<file path="config.mk">
export PLATFORM = sky130hd
export DESIGN_NAME = data_field_sequencer_flat
export DESIGN_NICKNAME = d
export VERILOG_FILES = /design/src/rtl/data_field_sequencer_pkg.sv /design/src/rtl/data_field_sequencer_if.sv /design/src/rtl/data_seq_serializer.sv /design/src/rtl/data_field_sequencer.sv /design/src/flat_wrapper.sv
export SDC_FILE = /design/constraint.sdc
export NUM_CORES = 1
export LEC_CHECK = 0
export CORE_UTILIZATION = 30
export CTS_CLUSTER_DIAMETER = 120
export DETAILED_ROUTE_END_ITERATION = 8
export GPL_TIMING_DRIVEN = 0
export PLACE_DENSITY = 0.59
export RECOVER_POWER = 50
export SYNTH_ARGS = -nofsm -noshare
export SYNTH_HDL_FRONTEND = slang
export SYNTH_SLANG_ARGS = --single-unit
</file>
<file path="constraint.sdc">
create_clock -name Clock -period 5 [get_ports Clock]
set_clock_uncertainty 0.15 [all_clocks]
set_input_delay 1.25 -clock Clock [delete_from_list [all_inputs] [get_ports Clock]]
set_output_delay 1.25 -clock Clock [all_outputs]
set_load 0.05 [all_outputs]
</file>
<file path="src/rtl/data_field_sequencer_pkg.sv">
// Shared types and constants for the 802.11a DATA-field sequencer.
// Latency: n/a (declarations only).
// Backpressure: n/a.
package data_field_sequencer_pkg;

    typedef enum logic [2:0] {
        ST_IDLE    = 3'd0,
        ST_SEED    = 3'd1,
        ST_SERVICE = 3'd2,
        ST_PSDU    = 3'd3,
        ST_TAIL    = 3'd4,
        ST_PAD     = 3'd5
    } state_t;

    localparam int SERVICE_BITS = 16;
    localparam int TAIL_BITS    = 6;

    // Data bits per OFDM symbol for each 802.11a rate.
    localparam logic [7:0] N_DBPS_6M  = 8'd24;
    localparam logic [7:0] N_DBPS_9M  = 8'd36;
    localparam logic [7:0] N_DBPS_12M = 8'd48;
    localparam logic [7:0] N_DBPS_18M = 8'd72;
    localparam logic [7:0] N_DBPS_24M = 8'd96;
    localparam logic [7:0] N_DBPS_36M = 8'd144;
    localparam logic [7:0] N_DBPS_48M = 8'd192;
    localparam logic [7:0] N_DBPS_54M = 8'd216;

endpackage

</file>
<file path="src/rtl/data_field_sequencer_if.sv">
// Bundle of MAC byte, scrambler and encoder-side signals of the DATA-field sequencer.
// Latency: n/a (wiring only).
// Backpressure: byte side is a ready strobe with valid; encoder side has none.
interface data_field_sequencer_if #(parameter int LENGTH_W = 12);

    logic                Start;
    logic [LENGTH_W-1:0] Length;
    logic [7:0]          N_DBPS;
    logic [7:0]          Byte;
    logic                Byte_Valid;
    logic                Byte_Ready;
    logic                Scr_Reset;
    logic                Scr_Input;
    logic                Scr_Output;
    logic                Out_Bit;
    logic                Out_Valid;
    logic                Busy;
    logic                Done;
    logic                Error;

    modport master (
        output Start, Length, N_DBPS, Byte, Byte_Valid, Scr_Output,
        input  Byte_Ready, Scr_Reset, Scr_Input, Out_Bit, Out_Valid, Busy, Done, Error
    );

    modport slave (
        input  Start, Length, N_DBPS, Byte, Byte_Valid, Scr_Output,
        output Byte_Ready, Scr_Reset, Scr_Input, Out_Bit, Out_Valid, Busy, Done, Error
    );

endinterface

</file>
<file path="src/rtl/data_seq_serializer.sv">
// Byte serializer: loads one PSDU byte and shifts it out LSB first, flagging its last bit.
// Latency: bit 0 of a loaded byte is presented the cycle after the load strobe.
// Backpressure: none; load and shift are single-cycle strobes from the sequencer.
module data_seq_serializer (
    input  logic       Clock,
    input  logic       Reset,
    input  logic       load,
    input  logic [7:0] load_dat,
    input  logic       shift,
    output logic       bit_dat,
    output logic       last
);

    logic [7:0] sr_q;
    logic [2:0] idx_q;

    // Load wins over shift so the next byte replaces the finished one without a gap.
    always_ff @(posedge Clock or negedge Reset) begin
        if (!Reset) begin
            sr_q  <= '0;
            idx_q <= '0;
        end else if (load) begin
            sr_q  <= load_dat;
            idx_q <= '0;
        end else if (shift) begin
            sr_q  <= {1'b0, sr_q[7:1]};
            idx_q <= idx_q + 3'd1;
        end
    end

    assign bit_dat = sr_q[0];
    assign last    = (idx_q == 3'd7);

endmodule

</file>
<file path="src/rtl/data_field_sequencer.sv">
// 802.11a DATA-field sequencer: SERVICE/PSDU/TAIL/PAD bits through an external scrambler.
// Latency: Start -> SEED next cycle, first SERVICE bit two cycles after Start; one bit per clock.
// Backpressure: none downstream; a missing byte aborts (DATA_SEQ_UNDERRUN_EN) or is sent as 0x00.
module data_field_sequencer
    import data_field_sequencer_pkg::*;
#(
    parameter int LENGTH_W = 12
) (
    input  logic                     Clock,
    input  logic                     Reset,
    data_field_sequencer_if.slave    bus
);

    localparam int CNT_W = LENGTH_W + 3;

    state_t              state_q;
    state_t              state_d;
    logic [LENGTH_W-1:0] len_q;
    logic [7:0]          ndbps_q;
    logic [7:0]          sym_cnt_q;
    logic [CNT_W-1:0]    cnt_q;
    logic                scr_reset_q;
    logic                done_q;

    logic                start_acc;
    logic                out_vld;
    logic                sym_wrap;
    logic                service_last;
    logic                psdu_last;
    logic                tail_last;
    logic                fetch;
    logic                underrun;
    logic [7:0]          fetch_dat;
    logic                ser_bit;
    logic                ser_last;

    // Start is ignored in the Done cycle even though the state is already IDLE.
    assign start_acc    = (state_q == ST_IDLE) && !done_q && bus.Start;
    assign service_last = (cnt_q == CNT_W'(SERVICE_BITS - 1));
    assign psdu_last    = (cnt_q == ({len_q, 3'b000} - CNT_W'(1)));
    assign tail_last    = (cnt_q == CNT_W'(TAIL_BITS - 1));
    assign sym_wrap     = out_vld && (sym_cnt_q == (ndbps_q - 8'd1));

    // A byte is requested on the last SERVICE bit and on the last bit of every PSDU byte but the final one.
    assign fetch = ((state_q == ST_SERVICE) && service_last && (len_q != '0)) ||
                   ((state_q == ST_PSDU) && ser_last && !psdu_last);

`ifdef DATA_SEQ_UNDERRUN_EN
    assign underrun  = fetch && !bus.Byte_Valid;
    assign fetch_dat = bus.Byte;
`else
    assign underrun  = 1'b0;
    assign fetch_dat = bus.Byte_Valid ? bus.Byte : 8'h00;
`endif

    data_seq_serializer u_ser (
        .Clock    (Clock),
        .Reset    (Reset),
        .load     (fetch),
        .load_dat (fetch_dat),
        .shift    (state_q == ST_PSDU),
        .bit_dat  (ser_bit),
        .last     (ser_last)
    );

    // State register.
    always_ff @(posedge Clock or negedge Reset) begin
        if (!Reset) state_q <= ST_IDLE;
        else        state_q <= state_d;
    end

    // Next-state logic; padding ends purely on the symbol counter wrap.
    always_comb begin
        state_d = state_q;
        case (state_q)
            ST_IDLE:    if (start_acc) state_d = ST_SEED;
            ST_SEED:    state_d = ST_SERVICE;
            ST_SERVICE: begin
                if (underrun)          state_d = ST_IDLE;
                else if (service_last) state_d = (len_q == '0) ? ST_TAIL : ST_PSDU;
            end
            ST_PSDU: begin
                if (underrun)       state_d = ST_IDLE;
                else if (psdu_last) state_d = ST_TAIL;
            end
            ST_TAIL:    if (tail_last) state_d = sym_wrap ? ST_IDLE : ST_PAD;
            ST_PAD:     if (sym_wrap) state_d = ST_IDLE;
            default:    state_d = ST_IDLE;
        endcase
    end

    // Output decode: scrambled bits everywhere except TAIL, which is forced to zero.
    always_comb begin
        out_vld       = 1'b0;
        bus.Out_Bit   = 1'b0;
        bus.Scr_Input = 1'b0;
        case (state_q)
            ST_SERVICE: begin
                out_vld     = 1'b1;
                bus.Out_Bit = bus.Scr_Output;
            end
            ST_PSDU: begin
                out_vld       = 1'b1;
                bus.Scr_Input = ser_bit;
                bus.Out_Bit   = bus.Scr_Output;
            end
            ST_TAIL: out_vld = 1'b1;
            ST_PAD: begin
                out_vld     = 1'b1;
                bus.Out_Bit = bus.Scr_Output;
            end
            default: ;
        endcase
    end

    assign bus.Out_Valid  = out_vld;
    assign bus.Byte_Ready = fetch;
    assign bus.Busy       = (state_q != ST_IDLE);
    assign bus.Done       = done_q;
    assign bus.Error      = underrun;
    assign bus.Scr_Reset  = scr_reset_q;

    // Frame parameters, scrambler re-seed strobe and the Done pulse.
    always_ff @(posedge Clock or negedge Reset) begin
        if (!Reset) begin
            len_q       <= '0;
            ndbps_q     <= '0;
            scr_reset_q <= 1'b1;
            done_q      <= 1'b0;
        end else begin
            if (start_acc) begin
                len_q   <= bus.Length;
                ndbps_q <= bus.N_DBPS;
            end
            scr_reset_q <= (state_d == ST_SEED) || underrun;
            done_q      <= sym_wrap && ((state_q == ST_PAD) || ((state_q == ST_TAIL) && tail_last));
        end
    end

    // Per-phase bit counter, restarted on every state change.
    always_ff @(posedge Clock or negedge Reset) begin
        if (!Reset)                                            cnt_q <= '0;
        else if ((state_d != state_q) || (state_q == ST_IDLE)) cnt_q <= '0;
        else                                                   cnt_q <= cnt_q + CNT_W'(1);
    end

    // Symbol bit counter: cleared while seeding, wraps at N_DBPS on emitted bits.
    always_ff @(posedge Clock or negedge Reset) begin
        if (!Reset)                  sym_cnt_q <= '0;
        else if (state_q == ST_SEED) sym_cnt_q <= '0;
        else if (out_vld)            sym_cnt_q <= sym_wrap ? 8'd0 : (sym_cnt_q + 8'd1);
    end

endmodule

</file>
<file path="src/flat_wrapper.sv">
// flat-port wrapper written by rule: the top's interface ports become plain ports
module data_field_sequencer_flat import data_field_sequencer_pkg::*;
#(
    parameter int LENGTH_W = 12
)
  (Clock, Reset, bus_Start, bus_Length, bus_N_DBPS, bus_Byte, bus_Byte_Valid, bus_Scr_Output, bus_Byte_Ready, bus_Scr_Reset, bus_Scr_Input, bus_Out_Bit, bus_Out_Valid, bus_Busy, bus_Done, bus_Error);
  data_field_sequencer_if #(.LENGTH_W(LENGTH_W)) bus_i ();
  input  logic Clock;
  input  logic Reset;
  input wire logic [$bits(bus_i.Start)-1:0] bus_Start;
  input wire logic [$bits(bus_i.Length)-1:0] bus_Length;
  input wire logic [$bits(bus_i.N_DBPS)-1:0] bus_N_DBPS;
  input wire logic [$bits(bus_i.Byte)-1:0] bus_Byte;
  input wire logic [$bits(bus_i.Byte_Valid)-1:0] bus_Byte_Valid;
  input wire logic [$bits(bus_i.Scr_Output)-1:0] bus_Scr_Output;
  output wire logic [$bits(bus_i.Byte_Ready)-1:0] bus_Byte_Ready;
  output wire logic [$bits(bus_i.Scr_Reset)-1:0] bus_Scr_Reset;
  output wire logic [$bits(bus_i.Scr_Input)-1:0] bus_Scr_Input;
  output wire logic [$bits(bus_i.Out_Bit)-1:0] bus_Out_Bit;
  output wire logic [$bits(bus_i.Out_Valid)-1:0] bus_Out_Valid;
  output wire logic [$bits(bus_i.Busy)-1:0] bus_Busy;
  output wire logic [$bits(bus_i.Done)-1:0] bus_Done;
  output wire logic [$bits(bus_i.Error)-1:0] bus_Error;
  assign bus_i.Start = bus_Start;
  assign bus_i.Length = bus_Length;
  assign bus_i.N_DBPS = bus_N_DBPS;
  assign bus_i.Byte = bus_Byte;
  assign bus_i.Byte_Valid = bus_Byte_Valid;
  assign bus_i.Scr_Output = bus_Scr_Output;
  assign bus_Byte_Ready = bus_i.Byte_Ready;
  assign bus_Scr_Reset = bus_i.Scr_Reset;
  assign bus_Scr_Input = bus_i.Scr_Input;
  assign bus_Out_Bit = bus_i.Out_Bit;
  assign bus_Out_Valid = bus_i.Out_Valid;
  assign bus_Busy = bus_i.Busy;
  assign bus_Done = bus_i.Done;
  assign bus_Error = bus_i.Error;
  data_field_sequencer #(.LENGTH_W(LENGTH_W)) u_core (.Clock(Clock), .Reset(Reset), .bus(bus_i));
endmodule
</file>
# After elaboration in Yosys (flattened, before gate mapping)
# Index checks and enable logic that the tools add are counted.
dict set report totals {
  output_inout_bits 8
  regBits 59
  in_bits 33
}
dict set report op_classes {
  muxes 20
  reduce_logical 22
  n_addsub 5
  eq_ne 12
}
# op n
set ops {}
lappend ops {{8-bit 2-to-1 mux} 6}
lappend ops {{3-bit 2-to-1 mux} 9}
lappend ops {{3-bit case mux with 6 select lines} 1}
lappend ops {{15-bit by 1-bit adder with 15-bit output, second input constant} 1}
lappend ops {{15-bit == test} 1}
lappend ops {{15-bit by 3-bit == test with 1-bit output, second input constant} 1}
lappend ops {{15-bit by 4-bit == test with 1-bit output, second input constant} 1}
lappend ops {{15-bit 2-to-1 mux} 1}
lappend ops {{15-bit by 1-bit subtractor with 15-bit output, second input constant} 1}
lappend ops {{12-bit zero test} 1}
lappend ops {{12-bit nonzero test} 1}
lappend ops {{3-bit == test, second input constant} 3}
lappend ops {{1-bit logical AND} 9}
lappend ops {{8-bit by 1-bit adder with 8-bit output, second input constant} 1}
lappend ops {{8-bit == test} 1}
lappend ops {{8-bit by 1-bit subtractor with 8-bit output, second input constant} 1}
lappend ops {{3-bit by 1-bit == test with 1-bit output, second input constant} 2}
lappend ops {{3-bit by 2-bit == test with 1-bit output, second input constant} 2}
lappend ops {{2-bit nonzero test} 2}
lappend ops {{4-bit OR reduction} 1}
lappend ops {{3-bit by 1-bit adder with 3-bit output, second input constant} 1}
lappend ops {{3-bit zero test} 1}
lappend ops {{1-bit logical OR} 3}
lappend ops {{1-bit 2-to-1 mux} 3}
lappend ops {{4 further kinds} 5}

# Logic depth before layout (Yosys ltp)
dict set report depth {
  depth_word 10
  mapped_depth 11
  ltp_nobuf 9
}

# Cells and area by module
# A second synthesis with hierarchy kept.
dict set report hier_totals {
  cells_unflattened 405
  area_unflattened_um2 3567.2
}
# module cells_per_inst area_each_um2 n_inst seq_area_each_um2
set by_module_without_submodules {}
lappend by_module_without_submodules {data_field_sequencer 359 3056.7 1 1202.4}
lappend by_module_without_submodules {data_seq_serializer 46 510.5 1 275.3}

# Worst setup path after synthesis
# OpenSTA, ideal clock, no wires.
dict set report synth_timing {
  path_kind {flip-flop to output port}
  start {register u_core.len_q[0]}
  end {output bus_Byte_Ready}
  path_buffers 1
  slack_ns 0.973
  path_stages_with_launch 11
  t_arrival_ns 2.627
  cell_sequence {dfrtp_1 > buf_6 > inv_1 > ha_1 > nor3b_2 > and3b_1 > o211ai_1 > a2111oi_2 > nand4_2 > a31oi_4 > inv_1}
}
dict set report synth_between {
  elab_chain_len 5
  elab_cells_between_ends 7
  cone_classes {1 x add/sub; 1 x eq/ne; 5 x reduce/logical}
}
# element line_no
set synth_rtl {}
lappend synth_rtl {{start: declaration} data_field_sequencer.sv:18} ;# logic [LENGTH_W-1:0] len_q;
lappend synth_rtl {{start signal: assignment} data_field_sequencer.sv:132} ;# len_q <= bus.Length;
lappend synth_rtl {{15-bit by 1-bit subtractor with 15-bit output} data_field_sequencer.sv:40} ;# assign psdu_last = (cnt_q == ({len_q, 3'b000} - CNT_W'(1)));
lappend synth_rtl {{15-bit == test} data_field_sequencer.sv:40}
lappend synth_rtl {{1-bit zero test} data_field_sequencer.sv:46} ;# ((state_q == ST_PSDU) && ser_last && !psdu_last);
lappend synth_rtl {{1-bit logical AND} data_field_sequencer.sv:46}
lappend synth_rtl {{1-bit logical OR (*)} data_field_sequencer.sv:45} ;# assign fetch = ((state_q == ST_SERVICE) && service_last && (len_q != '0)) ||
lappend synth_rtl {{end: declaration} flat_wrapper.sv:16} ;# output wire logic [$bits(bus_i.Byte_Ready)-1:0] bus_Byte_Ready;
# Every way passes the cells marked *; elsewhere a longest branch is shown, timed or not.

# Final worst setup path
# Same ends and word-level chain as after synthesis.

==> key figures <==
STA
  • Min Hold Slack: 344.0 ps
  • Fin crit share: 93.30%
  • Setup violations, final: 0
  • Final Hold Violating Endpoints: 0
  • Final Max Tran Viols: 36
  • Worst-Margin Slew: 1919 ps
  • Normalized max-slew margin: -27.94%
  • Setup TNS: 0 ps
  • F_max: 214.4 MHz
  • Post-route minimum period: 4665 ps
  • RSZ-0062 raised after global routing: no

Clocking
  • Worst-path clk slew: 50 ps
  • CTS Buf Count: 9
  • Max H-tree Level: 3
  • TritonCTS clock tree: done
  • Root buffer cell: clkbuf_16
  • Hold buffer count at cts: 0
  • Clk sinks: 59
  • CTS Buffer Depth: 2
  • Clk Latency, worst-skew pair: 330 ps

Placement
  • DP HPWL: 5937 um
  • Placement Cell Area: about 0.0041 mm2
  • Final GP Congestion: 0.8837
  • Number of port buffers: 38

Detailed routing
  • Vias: roughly 2900
  • WL final: 7974 um
  • Via density: a little over 5
  • First-pass detailed-route iteration total: 4
  • DRC violations left: 0
  • Antenna Nets Post-Route: 0
  • Avg WL per Cell: approximately 14 um
  • DR iter-0 viols: 133

Synthesis
  • Sequential element share of the synthesized area: around two fifths
  • Syn_nets: approximately 410
  • Syn_area_per_cell: between 9 and 10 um2
  • Most frequent cell after synthesis: dfrtp_1
  • Simple-Gate Fraction of Synth Area: 21.20%
  • Dominant synthesized flop cell: dfrtp_1
  • Post-Syn Area: 0.003552 mm2
  • Number of synthesized flops with an enable pin: 0
  • Ys Warns: 0
  • Flip-flop and latch count after synthesis: between 50 and 60
  • Xor and xnor area share after synthesis: 8.876%
  • Adder-cell area share of the yosys netlist: 2.747%
  • Post-synth cell types: 60
  • Cells after Synth: 367
  • Post-synth ARST share: 100.0%
  • Commonest cells post-synth: dfrtp_1 (58), nand2_1 (40), mux2i_1 (19), nor2_1 (19), nor3_1 (19)
  • Multiplexer share of the synthesized area: 10.43%
  • Area contributors post-synth: dfrtp_1 (41%), mux2i_1 (5.4%), mux2_2 (5.1%)
  • Area leader, netlist: dfrtp_1
  • Synth top area share: 40.86%
  • Largest family of logic cells by synthesized area: simple AND/OR/NAND/NOR gates
  • Post-synthesis compound-gate area fraction: ~11%

Global route
  • First-pass GRT wire length: 13890 um
  • Largest net degree at the start of global routing: 36
  • GRT overflow: 0
  • Overall Global Routing Usage: between 10% and 20%
  • Vias in the first global route: 2898
  • Initial antenna violation count: 0

Worst setup path
  • Critical Path RT: 3600 ps
  • R2R setup slack: around 1500 ps
  • Startpoint types: flop
  • Critical path arrival: 3270 ps
  • FF-to-FF path depth: 9
  • CP Capture Type: output port
  • Worst Setup Path Type: flop to output port
  • Worst-path maximum fanout: 7

Outcome
  • Failing checks: max-capacitance violations, max-slew violations
  • Status: complete, but fails checks

Floorplanning
  • Die H: 110.8 um
  • Die width: 110.8 um
  • Row Count: 39
  • Core Area: 0.01147 mm2
  • I/O Pins: 41
  • Die Area: 0.01228 mm2
  • Starting Density: 30.98%

Final layout
  • Final Util: 39.04%
  • Reg area: 0.001478 mm2
  • Design area: between 0.004 and 0.005 mm2
  • N_diodes: 0
  • Synthesis-to-layout area growth: 26.03%
  • Fill cell count: ~1100
  • Multi-input gate area: 0.001948 mm2
  • Layout cells sized above 1: a little under an eighth
  • NumNets Final: 458

Worst hold path
  • Worst Hold Depth: 2
  • Hold Path Class: flop to flop

Power and ir drop
  • PwrDens: 560.5 mW/mm2
  • Peak supply drop: ~0.24 mV
  • Leakage: 1.941 nW
  • Overall power: approximately 0.0025 W

Job
  • Max-cap violations: 1
==> area by class of cell <==
class / instances / share of cell area [%]
buffer: 16 / 1.733
clock buffer: 12 / 5.953
clock inverter: 4 / 2.124
inverter: 13 / 1.090
multi-input combinational: 279 / 43.52
sequential: 59 / 33.01
tap: 143 / 3.997
timing repair buffer: 40 / 8.580
==> critical path: stages, from the launching register on <==
cell	delay, ps
dfrtp_1	370
buf_6	130
inv_1	60
ha_1	300
nor3b_4	360
and3b_1	200
o211ai_1	120
a2111oi_2	440
nand4_2	270
a31oi_4	220
inv_1	50
dlygate4sd2_1	420
==> logic make-up (layout without fill, tap and decap cells) <==
family,Yosys count,count (layout)
AOI/OAI and AO/OA,59,59
DFF,59,59
buffers and inverters,29,85
muxes,35,35
xor gates and xnor gates,36,36
other,1,1
adders and majority gates,8,8
and+or+nand+nor,140,140
==> report_power, final <==
part / switching [W] / internal (W) / total (W)
registers: 0.000171 / 0.000635 / 0.000806
clock network: 0.000218 / 0.000526 / 0.000744
logic: 0.000530 / 0.000429 / 0.000959
total: 0.000919 / 0.00159 / 0.00251
==> stage by stage <==
| stage | std cells | setup slack (ps) |
|---|---|---|
| 6_report | 566 | 334.8 |
| 2_1_floorplan | 367 | 973.0 |
| 4_1_cts | 566 | 231.7 |
| 3_3_place_gp | 548 | 61.90 |
| 3_5_place_dp | 549 | 44.42 |
| 5_1_grt | 566 | 77.67 |
==> what timing repair did <==
item	4_1_cts	5_1_grt
buffers inserted	1	0
setup endpoints to repair	1	1
resized for setup	1	1
pin swaps	1	0
==> sequential cells by signal (all words and copies together), names as in the netlist <==
register and flops:
u_core.u_ser.idx_q 3, u_core.bus.Scr_Reset 1, u_core.len_q 12, u_core.state_q 3, u_core.bus.Done 1, u_core.ndbps_q 8, u_core.u_ser.sr_q 8, u_core.cnt_q 15
u_core.sym_cnt_q 8
==> cell usage in the layout (no fill, tap or decap), drive strengths merged, types with 3 or more instances in the layout <==
| cell | count |
|---|---|
| a21oi | 11 |
| a22o | 4 |
| a31oi | 9 |
| and2 | 3 |
| and3 | 13 |
| and3b | 3 |
| buf | 7 |
| bufinv | 3 |
| clkbuf | 24 |
| clkdlybuf4s50 | 36 |
| dfrtp | 58 |
| ha | 7 |
| inv | 13 |
| mux2 | 16 |
| mux2i | 19 |
| nand2 | 40 |
| nand3 | 13 |
| nor2 | 19 |
| nor2b | 4 |
| nor3 | 19 |
| nor4 | 9 |
| o211ai | 3 |
| o21ai | 14 |
| or3 | 4 |
| or4 | 3 |
| xnor2 | 18 |
| xor2 | 18 |
==> routing by layer <==
| metal | wire length [um] | track usage, % | share of wire, % | vias up |
|---|---|---|---|---|
| li1 | - | - | - | 1424 |
| met1 | 3864 | 18.63 | 48 | 1351 |
| met2 | 3571 | 21.61 | 45 | 59 |
| met3 | 358 | 3.773 | 4.5 | 16 |
| met4 | 180 | 6.044 | 2.3 | 0 |
| met5 | 0 | 0 | 0 | - |
==> final timing paths <==
path | startpoint | end
worst max-delay path | u_core.len_q[0] | bus_Byte_Ready
worst max register to register | u_core.ndbps_q[2] | u_core.cnt_q[6]
max in group asynchronous | Reset | u_core.len_q[1]
min in group asynchronous | Reset | u_core.cnt_q[9]
worst min register to register | u_core.u_ser.sr_q[7] | u_core.u_ser.sr_q[7]
worst min-delay path | u_core.u_ser.sr_q[7] | u_core.u_ser.sr_q[7]
(Power assumes the default switching activity.)
